$ cat src/rtl/mem_stage_lsu.sv
// Memory-stage load/store unit: turns an Execute->Memory request into one
// variable-latency bus transaction, stalls the pipeline while it is outstanding,
// and returns the formatted load result during the single DONE cycle.
//
// state | meaning
// IDLE  | no transaction; a new aligned access launches on the next edge
// REQ   | bus request outstanding, waiting for mem_ready or the timeout
// DONE  | result valid on ReadDataM/BusErrM; pipeline advances on the next edge
module mem_stage_lsu #(
  parameter int unsigned MAX_WAIT = 255
) (
  input  logic        clk,
  input  logic        reset,
  input  logic        MemReadM,
  input  logic        MemWriteM,
  input  logic [2:0]  Funct3M,
  input  logic [31:0] ALUResultM,
  input  logic [31:0] WriteDataM,
  output logic [31:0] ReadDataM,
  output logic        StallM,
  output logic        MisalignM,
  output logic        BusErrM,
  output logic        mem_req,
  output logic        mem_we,
  output logic [31:0] mem_addr,
  output logic [31:0] mem_wdata,
  output logic [3:0]  mem_be,
  input  logic        mem_ready,
  input  logic [31:0] mem_rdata
);

  typedef enum logic [1:0] {S_IDLE, S_REQ, S_DONE} state_t;

  // Timeout fires on the REQ cycle whose count equals MAX_WAIT-1, giving MAX_WAIT REQ cycles.
  localparam logic [7:0] LP_CNT_LAST = 8'(MAX_WAIT - 1);

  state_t      r_state;
  logic [7:0]  r_cnt;
  logic        r_we;
  logic [31:0] r_addr;
  logic [3:0]  r_be;
  logic [31:0] r_wdata;
  logic [2:0]  r_funct3;
  logic [1:0]  r_lo;
  logic [31:0] r_rdata;
  logic        r_err;

  logic        w_acc;
  logic [1:0]  w_size;     // 0 byte, 1 half, 2 word
  logic        w_mis;
  logic [3:0]  w_be_st;
  logic [31:0] w_wdata_st;
  logic [31:0] w_shift;
  logic [31:0] w_ld;

  // Decode access size and alignment, and lane-position store data.
  always_comb begin
    w_acc = MemReadM | MemWriteM;
    case (Funct3M)
      3'b000, 3'b100: w_size = 2'd0;
      3'b001, 3'b101: w_size = 2'd1;
      default:        w_size = 2'd2;
    endcase
    w_mis = ((w_size == 2'd1) && ALUResultM[0]) ||
            ((w_size == 2'd2) && (ALUResultM[1:0] != 2'b00));
    case (w_size)
      2'd0: begin
        w_be_st    = 4'b0001 << ALUResultM[1:0];
        w_wdata_st = {4{WriteDataM[7:0]}};
      end
      2'd1: begin
        w_be_st    = 4'b0011 << ALUResultM[1:0];
        w_wdata_st = {2{WriteDataM[15:0]}};
      end
      default: begin
        w_be_st    = 4'b1111;
        w_wdata_st = WriteDataM;
      end
    endcase
  end

  // Extract and extend the addressed byte/half of the returned bus word.
  always_comb begin
    w_shift = mem_rdata >> {r_lo, 3'b000};
    case (r_funct3)
      3'b000:  w_ld = {{24{w_shift[7]}}, w_shift[7:0]};
      3'b100:  w_ld = {24'd0, w_shift[7:0]};
      3'b001:  w_ld = {{16{w_shift[15]}}, w_shift[15:0]};
      3'b101:  w_ld = {16'd0, w_shift[15:0]};
      default: w_ld = mem_rdata;
    endcase
  end

  // Sequencer: launch, wait/timeout, present result for one cycle.
  always_ff @(posedge clk or negedge reset) begin
    if (!reset) begin
      r_state  <= S_IDLE;
      r_cnt    <= '0;
      r_we     <= 1'b0;
      r_addr   <= '0;
      r_be     <= '0;
      r_wdata  <= '0;
      r_funct3 <= '0;
      r_lo     <= '0;
      r_rdata  <= '0;
      r_err    <= 1'b0;
    end else begin
      case (r_state)
        S_IDLE: begin
          if (w_acc && !w_mis) begin
            r_we     <= MemWriteM;
            r_addr   <= {ALUResultM[31:2], 2'b00};
            r_be     <= MemWriteM ? w_be_st : 4'b1111;
            r_wdata  <= w_wdata_st;
            r_funct3 <= Funct3M;
            r_lo     <= ALUResultM[1:0];
            r_cnt    <= '0;
            r_state  <= S_REQ;
          end
        end
        S_REQ: begin
          if (mem_ready) begin
            r_rdata <= r_we ? 32'd0 : w_ld;
            r_err   <= 1'b0;
            r_state <= S_DONE;
          end else if (r_cnt == LP_CNT_LAST) begin
            r_rdata <= 32'd0;
            r_err   <= 1'b1;
            r_state <= S_DONE;
          end else begin
            r_cnt <= r_cnt + 8'd1;
          end
        end
        S_DONE:  r_state <= S_IDLE;
        default: r_state <= S_IDLE;
      endcase
    end
  end

  // Pipeline-facing outputs; reset gates the combinational paths so they drop at once.
  always_comb begin
    StallM    = reset && (((r_state == S_IDLE) && w_acc && !w_mis) || (r_state == S_REQ));
    MisalignM = reset && (r_state == S_IDLE) && w_acc && w_mis;
    ReadDataM = (r_state == S_DONE) ? r_rdata : 32'd0;
    BusErrM   = (r_state == S_DONE) && r_err;
    mem_req   = (r_state == S_REQ);
    mem_we    = (r_state == S_REQ) && r_we;
    mem_addr  = r_addr;
    mem_wdata = r_wdata;
    mem_be    = r_be;
  end

endmodule

$ cat config.mk
export PLATFORM = sky130hd
export DESIGN_NAME = mem_stage_lsu
export DESIGN_NICKNAME = d
export VERILOG_FILES = /design/src/rtl/mem_stage_lsu.sv
export SDC_FILE = /design/constraint.sdc
export NUM_CORES = 1
export LEC_CHECK = 0
export BUFFER_PORTS_ARGS = -buffer_cell sky130_fd_sc_hd__buf_2
export CORE_MARGIN = 5
export CORE_UTILIZATION = 45
export CTS_CLUSTER_DIAMETER = 30
export CTS_CLUSTER_SIZE = 20
export DETAILED_ROUTE_END_ITERATION = 8
export PLACE_DENSITY_LB_ADDON = 0.3
export SLEW_MARGIN = 20
export SYNTH_ARGS = -nofsm -noshare
export SYNTH_HDL_FRONTEND = slang
export SYNTH_SLANG_ARGS = --single-unit
$ cat constraint.sdc
create_clock -name clk -period 3.4 [get_ports clk]
set_input_delay 0.34 -clock clk [delete_from_list [all_inputs] [get_ports clk]]
set_output_delay 0.34 -clock clk [all_outputs]
set_load 0.03 [all_outputs]
==> impl_metrics.json, run 1 <==
{
  "synthTopCellsByArea": "dfrtp_1 (52%), nand2_1 (13%), mux2i_1 (5.7%), and2_1 (3.8%), o21ai_0 (3.7%)",
  "cp.arrival_ns": 1.94,
  "grtUsageTotal_pct": 21.09,
  "p_per_area_nw_per_um2": 892.0,
  "synth_edf_count": 0,
  "path_clk_slew_ns": 0.06,
  "chipHeight_um": 121.4,
  "setup_viol": 0,
  "path_class": "input pin to output pin",
  "critPathLaunchType": "input pin",
  "tightestPinTransition_ns": 0.9108,
  "p_leak_nw": 3.913,
  "end_kind": "output pin",
  "cts_buffer_depth": 2,
  "rsz0062_at_grt": "no",
  "yosys-top-cells-count": "nand2_1 (191), dfrtp_1 (115), o21ai_0 (41), and2_1 (34), mux2i_1 (32)",
  "synth_cells": 606,
  "async_flop_share_pct": 100.0,
  "yosys.area.top_type": "dfrtp_1",
  "detailed_place_hpwl_mm": 11.34,
  "cts_max_level": 4,
  "cts_tree": "yes",
  "insertion_delay_ns": 0.40,
  "first_iter_violations": 481,
  "antennaDiodeCount": 0,
  "area_delta_synth_final_pct": 30.28,
  "yosysMostFrequentCell": "nand2_1",
  "netlist_area_um2": 5587,
  "worstPathMaxFanout": 28,
  "synth_top_family_by_area": "simple AND/OR/NAND/NOR gates",
  "antenna_found_initial": 1,
  "path_buf_inv": 2,
  "cts_resized": 0,
  "synth_compound_area_share_pct": 14.51,
  "slew_viol_final": 0,
  "ys_types": 57,
  "fillers": 1098,
  "drtPass1Iterations": 5,
  "synthSimpleGateAreaFrac_pct": 21.93,
  "drive_gt1_share_pct": 32.39,
  "fmax_mhz": 438.4,
  "cts_sinks": 115,
  "cts_buffers": 17,
  "hold_viol_final": 0,
  "initial_utilization_pct": 46.13,
  "cpPeakStageDelay_ns": 0.53,
  "outcome": "completed",
  "wirelength_mm": 15.38,
  "crit_family": "compound AO/OA/AOI/OAI gates",
  "postSynthAreaPerCell_um2": 9.219,
  "grt_max_degree": 74,
  "min_period_ns": 2.281,
  "drc": 0,
  "crit_top_cell": "buf_2",
  "pin_count": 209,
  "wl_per_cell_um": 15.74,
  "rows": 40,
  "nets": 902,
  "period_share_pct": 67.09,
  "cp_slowest_cell": "o21ai_4",
  "coreArea_um2": 12110,
  "cp.required_ns": 3.06,
  "synth_xor_area_share_pct": 0.6271,
  "drv_cap": 0,
  "post_cts_buffers": 0,
  "ant_nets": 0,
  "ys_seq_area_share_pct": 51.51,
  "synth_mux_area_share_pct": 6.540,
  "grt_pass1_wl_mm": 24.61,
  "first_global_vias": 5024,
  "die_w_um": 121.4,
  "routed-via-count": 4936,
  "ir_worst_vdd_uv": 478.9,
  "finalSetupTns_ns": 0,
  "ys.flop_type": "dfrtp_1",
  "yosysTopAreaCellShare_pct": 51.51,
  "dieArea_um2": 14740,
  "port_buffers": 206,
  "maxSlewHeadroom_pct": 39.28,
  "grt_overflow": 0,
  "routabilityCongestion": 0.8457,
  "skew_ns": 0.007881,
  "synth_fa_ha_area_share_pct": 0.4479,
  "vias_per_cell": 5.052,
  "synth-warning-count": 0,
  "root_buffer": "clkbuf_16",
  "crit_chain": "buf_2, a21oi_1, o21ai_4, a21boi_0, buf_2",
  "total_power_w": 0.006492,
  "synth_seq_cells": 115,
  "hold_path_class": "input pin to register"
}
==> worst min-delay path, cell delays in order <==
cell     delay, ns
buf_2         0.07
nand2_1       0.04
nand2_1       0.04
==> flip-flops by register name (all words and copies together), names as in the netlist <==
| name | count |
|---|---|
| mem_addr | 30 |
| r_cnt | 8 |
| r_rdata | 32 |
| mem_be | 4 |
| r_state | 2 |
| r_we | 1 |
| r_lo | 2 |
| r_funct3 | 3 |
| r_err | 1 |
| mem_wdata | 32 |
==> routing by layer <==
| layer | GRT usage (%) | part of all wire, % |
|---|---|---|
| met5 | 0 | 0.085 |
| met4 | 6.022 | 1.3 |
| met3 | 7.972 | 9.2 |
| met2 | 33.85 | 48 |
| met1 | 26.67 | 41 |
==> kinds of logic after synthesis <==
family                   after synthesis
buffers and inverters                 51
adder cells (fa/ha/maj)                2
flip-flops                           115
AO/OA/AOI/OAI                        119
AND/OR/NAND/NOR                      279
multiplexers                          35
other                                  1
XOR/XNOR                               4
==> final timing paths <==
kind | start | to | slack, ns | cells past startpoint
worst max-delay path | Funct3M[1] | StallM | 1.12 | 5
worst min-delay path | ALUResultM[8] | mem_addr[8]$_DFFE_PN0P_ | 0.12 | 3
worst max register to register | r_cnt[0]$_DFFE_PN0P_ | r_cnt[7]$_DFFE_PN0P_ | 1.15 | 8
worst min register to register | r_rdata[3]$_DFFE_PN0P_ | r_rdata[3]$_DFFE_PN0P_ | 0.46 | 2
max in group asynchronous | reset | mem_addr[3]$_DFFE_PN0P_ | 1.59 | 3
min in group asynchronous | reset | r_rdata[1]$_DFFE_PN0P_ | 0.49 | 2
==> cell type report <==
| cell class | count | area (um^2) | area share (%) |
|---|---|---|---|
| Clock buffer | 18 | 439.2 | 6.034 |
| Inverter | 11 | 41.29 | 0.5673 |
| Tap cell | 168 | 210.2 | 2.888 |
| Multi-Input combinational cell | 441 | 2477 | 34.04 |
| Timing Repair Buffer | 210 | 1079 | 14.82 |
| Sequential cell | 115 | 2878 | 39.54 |
| Clock inverter | 14 | 153.9 | 2.114 |
==> report_power, final <==
| part | total (W) | switching (W) | internal [W] | leakage [nW] |
|---|---|---|---|---|
| Clock | 0.00176 | 0.000657 | 0.00111 | 0.283 |
| Combinational | 0.00242 | 0.00166 | 0.000764 | 2.17 |
| Sequential | 0.00231 | 0.000368 | 0.00194 | 1.46 |
==> cell usage in the layout (no fill, tap or decap), types with 3 or more instances in the layout <==
master	count
buf_2	205
nand2_1	191
dfrtp_1	115
o21ai_0	41
and2_1	34
mux2i_1	32
nor2_1	29
a22oi_1	24
a21oi_1	23
clkbuf_16	17
inv_1	9
a211oi_1	7
o221ai_1	6
xnor2_1	4
clkinv_4	4
nor3_1	3
nand2b_1	3
clkinvlp_4	3
inv_6	3
buf_4	3
==> timing repair <==
item,4_1_cts,5_1_grt
setup endpoints to repair,0,0
hold buffers,1,0
endpoints found under the hold margin,42,0
==> metrics by stage <==
step | instance area (um^2) | setup WS (ns) | cells | hold WS (ns) | util [%]
final | 7278 | 1.119 | 977 | 0.1194 | 60.09
after global routing | 7278 | 0.9005 | 977 | 0.1230 | 60.09
after CTS | 7278 | 1.116 | 977 | 0.1079 | 60.09
after detailed placement | 6675 | 1.084 | 944 | 0.3714 | 55.11
after global placement | 6675 | 1.143 | 944 | 0.3680 | 55.11
after floorplan | 5590 | 1.323 | 607 | 0.04441 | -
No activity file was read; power rests on OpenSTA's default activity.
==> run 2, diff against run 1 <==
==> constraint.sdc (replaced) <==
create_clock -name clk -period 2.3 [get_ports clk]
set_input_delay 0.23 -clock clk [delete_from_list [all_inputs] [get_ports clk]]
set_output_delay 0.23 -clock clk [all_outputs]
set_load 0.03 [all_outputs]
==> run 2 against run 1 <==
Compared with the run above: sequential cell count is the same; clock power grew 52%; sequential share of layout area shrank 0.88 points.
==> impl_metrics.json, run 2 (same netlist as run 1, synthesis figures left out) <==
{
  "total_power_w": 0.009728,
  "nets": 916,
  "antenna_found_initial": 1,
  "hold_path_end": "mem_addr[21]$_DFFE_PN0P_",
  "insertion_delay_ns": 0.41,
  "grt_overflow": 0,
  "drc": 0,
  "fmax_mhz": 493.2,
  "worstPathMaxFanout": 33,
  "period_share_pct": 88.15,
  "path_buf_inv": 1,
  "min_period_ns": 2.027,
  "tightestPinTransition_ns": 0.5620,
  "grtUsageTotal_pct": 22.08,
  "crit_family": "simple AND/OR/NAND/NOR gates",
  "ff_latch_area_um2": 2878,
  "cp.arrival_ns": 1.80,
  "drive_gt1_share_pct": 32.20,
  "crit_chain": "and2b_2, and2_1, buf_2",
  "root_buffer": "clkbuf_16",
  "die_w_um": 121.4,
  "cp.required_ns": 2.07,
  "rsz0062_at_grt": "no",
  "pin_count": 209,
  "cts_tree": "yes",
  "multi_input_area_um2": 2477,
  "skew_ns": 0.006256,
  "final_common_cell": "buf_2",
  "detailed_place_hpwl_mm": 11.56,
  "reg2reg_from": "r_lo[0]$_DFFE_PN0P_",
  "dieArea_um2": 14740,
  "cts_sinks": 115,
  "area_delta_synth_final_pct": 33.26,
  "drv_cap": 0,
  "timing.rr.end": "r_rdata[16]$_DFFE_PN0P_",
  "setup_viol": 0,
  "maxSlewHeadroom_pct": 62.54,
  "vias_per_cell": 5.083,
  "coreArea_um2": 12110,
  "cts_buffers": 17,
  "initial_utilization_pct": 46.13,
  "port_buffers": 206,
  "hold_depth": 3,
  "first_global_vias": 5171,
  "grt_pass1_wl_mm": 25.63,
  "critPathLaunchType": "register",
  "p_per_area_nw_per_um2": 1307,
  "hold_viol_final": 0,
  "cpPeakStageDelay_ns": 0.53,
  "path_clk_slew_ns": 0.05,
  "wl_per_cell_um": 16.02,
  "hold_path_class": "input pin to register",
  "path_class": "register to output pin",
  "chipHeight_um": 121.4,
  "finalSetupTns_ns": 0,
  "min_from": "ALUResultM[21]",
  "p_leak_nw": 3.995,
  "mostFrequentLayoutCells": "buf_2 (205), nand2_1 (191), dfrtp_1 (115)",
  "fillers": 1074,
  "end_kind": "output pin",
  "fin_util_pct": 61.47,
  "ir_worst_vdd_uv": 864.2,
  "routabilityCongestion": 0.8530,
  "first_iter_violations": 402,
  "cts_max_level": 4,
  "rows": 40,
  "wirelength_mm": 15.89,
  "ant_nets": 0,
  "routed-via-count": 5042,
  "grt_max_degree": 110,
  "startpoint": "r_state[0]$_DFFE_PN0P_",
  "drtPass1Iterations": 5,
  "cp_slowest_cell": "and2b_2",
  "outcome": "completed",
  "r2r_cells": 5,
  "slew_viol_final": 0,
  "reg2reg_slack_ns": 0.43,
  "cts_buffer_depth": 2
}
-- run 2: cell count changes in the layout (fill, tap and decap cells not counted), sizes merged --
cell         delta
buf             +5
clkinvlp        -1
clkbuf          +4
dlygate4sd3     +9
diode           +1
clkinv          -1
bufinv          +1
inv             -3
-- run 2: metal layers --
metal | track usage [%] | vias to the layer above | wire [um]
met4 | 8.263 | 2 | 270
met1 | 26.79 | 2359 | 6361
met3 | 8.159 | 27 | 1584
met5 | 0 | - | 7
li1 | - | 2444 | -
met2 | 35.89 | 210 | 7669
-- run 2: worst register-to-register path: stages (launching register included) --
cell and delay (ns):
dfrtp_1 0.68, mux2i_1 0.26, nor2_1 0.05, a311o_1 0.37
o2111ai_4 0.24, nand2_1 0.12
-- run 2: worst max path at each step --
stage	end	cells past startpoint	slack, ns
after floorplan	StallM	4	0.37
after global placement	r_rdata[26]$_DFFE_PN0P_	5	0.53
after detailed placement	r_rdata[16]$_DFFE_PN0P_	5	0.46
after CTS	ReadDataM[31]	3	0.23
after global routing	ReadDataM[22]	3	0.12
final	ReadDataM[22]	3	0.27
-- run 2: power by group --
part | internal [W] | leakage (nW) | switching, W
clock network | 0.00178 | 0.296 | 0.000889
logic | 0.00117 | 2.24 | 0.00249
registers | 0.00287 | 1.46 | 0.000540
total | 0.00581 | 4.00 | 0.00392
-- run 2: what timing repair did --
action / in CTS / in global routing
gates resized for setup: 0 / 0
hold buffers: 10 / 0
endpoints found under the hold margin: 15 / 0
buffers inserted: 0 / 0
-- run 2: cell type report --
| type | count | share of cell area, % |
|---|---|---|
| flip-flops and latches | 115 | 38.66 |
| multi-input cells | 441 | 33.28 |
| repair buffers | 224 | 16.54 |
| clock buffers | 22 | 6.370 |
| well taps | 168 | 2.824 |
| clock inverters | 10 | 1.748 |
| inverters | 11 | 0.5546 |
| diodes | 1 | 0.03361 |
-- run 2: stage by stage --
step	std cells	worst slack, ns	area [um^2]	hold WS (ns)
final	992	0.2725	7445	0.01395
after global routing	991	0.1238	7442	0.01645
after CTS	991	0.2310	7442	0.001554
after detailed placement	949	0.4609	6738	0.07285
after global placement	949	0.5286	6738	0.07283
after floorplan	607	0.3665	5590	-0.06559
==> run 3, diff against run 2 <==
--- a/config.mk
+++ b/config.mk
@@ -6,11 +6,12 @@
 export NUM_CORES = 1
 export LEC_CHECK = 0
 export BUFFER_PORTS_ARGS = -buffer_cell sky130_fd_sc_hd__buf_2
-export CORE_MARGIN = 5
+export CORE_MARGIN = 2
 export CORE_UTILIZATION = 45
 export CTS_CLUSTER_DIAMETER = 30
 export CTS_CLUSTER_SIZE = 20
 export DETAILED_ROUTE_END_ITERATION = 8
+export MAX_ROUTING_LAYER = met4
 export PLACE_DENSITY_LB_ADDON = 0.3
 export SLEW_MARGIN = 20
 export SYNTH_ARGS = -nofsm -noshare
==> run 3 against run 2 <==
Compared with the run above: design area down 1.0%; clock power increased by 1%; core utilization shrank 0.38 points; cell count down 0.91%; critical path depth unchanged; total power up 0.49%; hold slack better by 0.0042 ns; sequential share of layout area grew 0.40 points; die area down 9.6%; maximum frequency is 0.96% lower; sequential power hardly changed; largest power group unchanged.
==> impl_metrics.json, run 3 (same netlist as run 1, synthesis figures left out) <==
{
  "nets": 910,
  "slew_viol_final": 0,
  "fillers": 1078,
  "post_cts_buffers": 0,
  "path_class": "register to output pin",
  "cts_buffer_depth": 2,
  "critPathLaunchType": "register",
  "wirelength_mm": 15.43,
  "cts_max_level": 4,
  "final_common_cell": "buf_2",
  "p_per_area_nw_per_um2": 1327,
  "drc": 0,
  "grtUsageTotal_pct": 24.59,
  "port_buffers": 206,
  "cts_buffers": 17,
  "pin_count": 209,
  "dp_slack_ns": 0.4128,
  "fmax_mhz": 488.5,
  "fin_util_pct": 61.09,
  "outcome": "completed",
  "path_buf_inv": 1,
  "skew_ns": 0.009169,
  "layout_setup_ws_ns": 0.2529,
  "p_leak_nw": 3.961,
  "cp_slowest_cell": "and2b_2",
  "grt_pass1_wl_mm": 24.73,
  "grt_overflow": 0,
  "min_period_ns": 2.047,
  "routed-via-count": 5113,
  "crit_chain": "and2b_2, and2_1, buf_2",
  "hold_viol_final": 0,
  "rows": 40,
  "mostFrequentLayoutCells": "buf_2 (205), nand2_1 (191), dfrtp_1 (115)",
  "crit_family": "simple AND/OR/NAND/NOR gates",
  "setup_viol": 0,
  "rsz0062_at_grt": "no",
  "wl_per_cell_um": 15.69,
  "cp.arrival_ns": 1.82,
  "cts_sinks": 115,
  "total_power_w": 0.009776,
  "first_global_vias": 4974,
  "end_kind": "output pin",
  "ant_nets": 0,
  "dieArea_um2": 13320,
  "ir_worst_vdd_uv": 743.9,
  "die_w_um": 115.4,
  "reg2reg_from": "r_state[1]$_DFFE_PN0P_",
  "worstPathMaxFanout": 33,
  "period_share_pct": 89.00,
  "first_iter_violations": 336,
  "insertion_delay_ns": 0.40,
  "antennaDiodeCount": 0,
  "cts_resized": 0,
  "antenna_found_initial": 0,
  "area_delta_synth_final_pct": 31.89,
  "vias_per_cell": 5.201,
  "hold_path_class": "input pin to register",
  "final_cell_area_um2": 7368,
  "tightestPinTransition_ns": 0.5849,
  "root_buffer": "clkbuf_16",
  "detailed_place_hpwl_mm": 11.15,
  "chipHeight_um": 115.4,
  "startpoint": "r_state[0]$_DFFE_PN0P_",
  "routabilityCongestion": 0.8808,
  "drive_gt1_share_pct": 32.39,
  "drtPass1Iterations": 5,
  "cpPeakStageDelay_ns": 0.54,
  "initial_utilization_pct": 46.32,
  "placed_area_um2": 6733,
  "maxSlewHeadroom_pct": 61.00,
  "coreArea_um2": 12060,
  "drv_cap": 0,
  "path_clk_slew_ns": 0.05,
  "min_from": "ALUResultM[31]",
  "grt_max_degree": 89,
  "finalSetupTns_ns": 0,
  "cp.required_ns": 2.07,
  "cts_tree": "yes"
}
[run 3: cell types whose count changed in the layout (fill, tap and decap cells not counted)]
| cell | change |
|---|---|
| buf_12 | -1 |
| buf_4 | +2 |
| bufinv_16 | +1 |
| clkbuf_8 | -2 |
| clkinv_2 | -2 |
| clkinv_4 | +1 |
| diode_2 | -1 |
| dlygate4sd3_1 | -7 |
[run 3: what timing repair did]
action / 4_1_cts / 5_1_grt
hold endpoints to repair: 29 / 0
hold buffers: 3 / 0
setup endpoints to repair: 0 / 0
[run 3: worst paths after layout]
kind | to | slack, ns | cells past startpoint
setup / recovery | ReadDataM[31] | 0.25 | 3
hold / removal | mem_addr[31]$_DFFE_PN0P_ | 0.02 | 3
setup reg to reg | r_rdata[25]$_DFFE_PN0P_ | 0.42 | 5
hold reg to reg | r_rdata[1]$_DFFE_PN0P_ | 0.46 | 2
max in group asynchronous | mem_addr[12]$_DFFE_PN0P_ | 1.13 | 3
min in group asynchronous | mem_be[2]$_DFFE_PN0P_ | 0.40 | 2
[run 3: metal layers]
layer,vias to the layer above,global-route usage [%],share of wire [%]
met5,-,-,0
met4,0,8.434,1.9
met3,23,6.642,8.3
met2,262,37.47,46
met1,2402,31.94,44
li1,2426,-,-
[run 3: worst register-to-register path: stages (launching register included)]
cell      delay, ns
dfrtp_1        0.42
nand2b_2       0.26
nor3b_2        0.37
and2_2         0.51
a22oi_1        0.16
nand2_1        0.10
[run 3: where the power goes]
part | internal (W) | switching [W] | total, W
Combinational | 0.00115 | 0.00249 | 0.00364
Clock | 0.00182 | 0.000889 | 0.00271
Sequential | 0.00287 | 0.000557 | 0.00342
Total | 0.00584 | 0.00393 | 0.00978
[run 3: per-stage QoR]
step,hold slack (ns),instances
after floorplan,-0.06559,607
after global placement,0.1773,950
after detailed placement,0.1879,950
after CTS,0.001978,983
after global routing,0.004998,983
final,0.01813,983
[run 3: area by class of cell]
cell class / count / area, um^2 / area share, %
repair buffers: 218 / 1156 / 15.69
flip-flops and latches: 115 / 2878 / 39.06
clock buffers: 20 / 446.7 / 6.062
well taps: 168 / 210.2 / 2.853
multi-input cells: 441 / 2477 / 33.62
inverters: 11 / 41.29 / 0.5604
clock inverters: 10 / 158.9 / 2.157
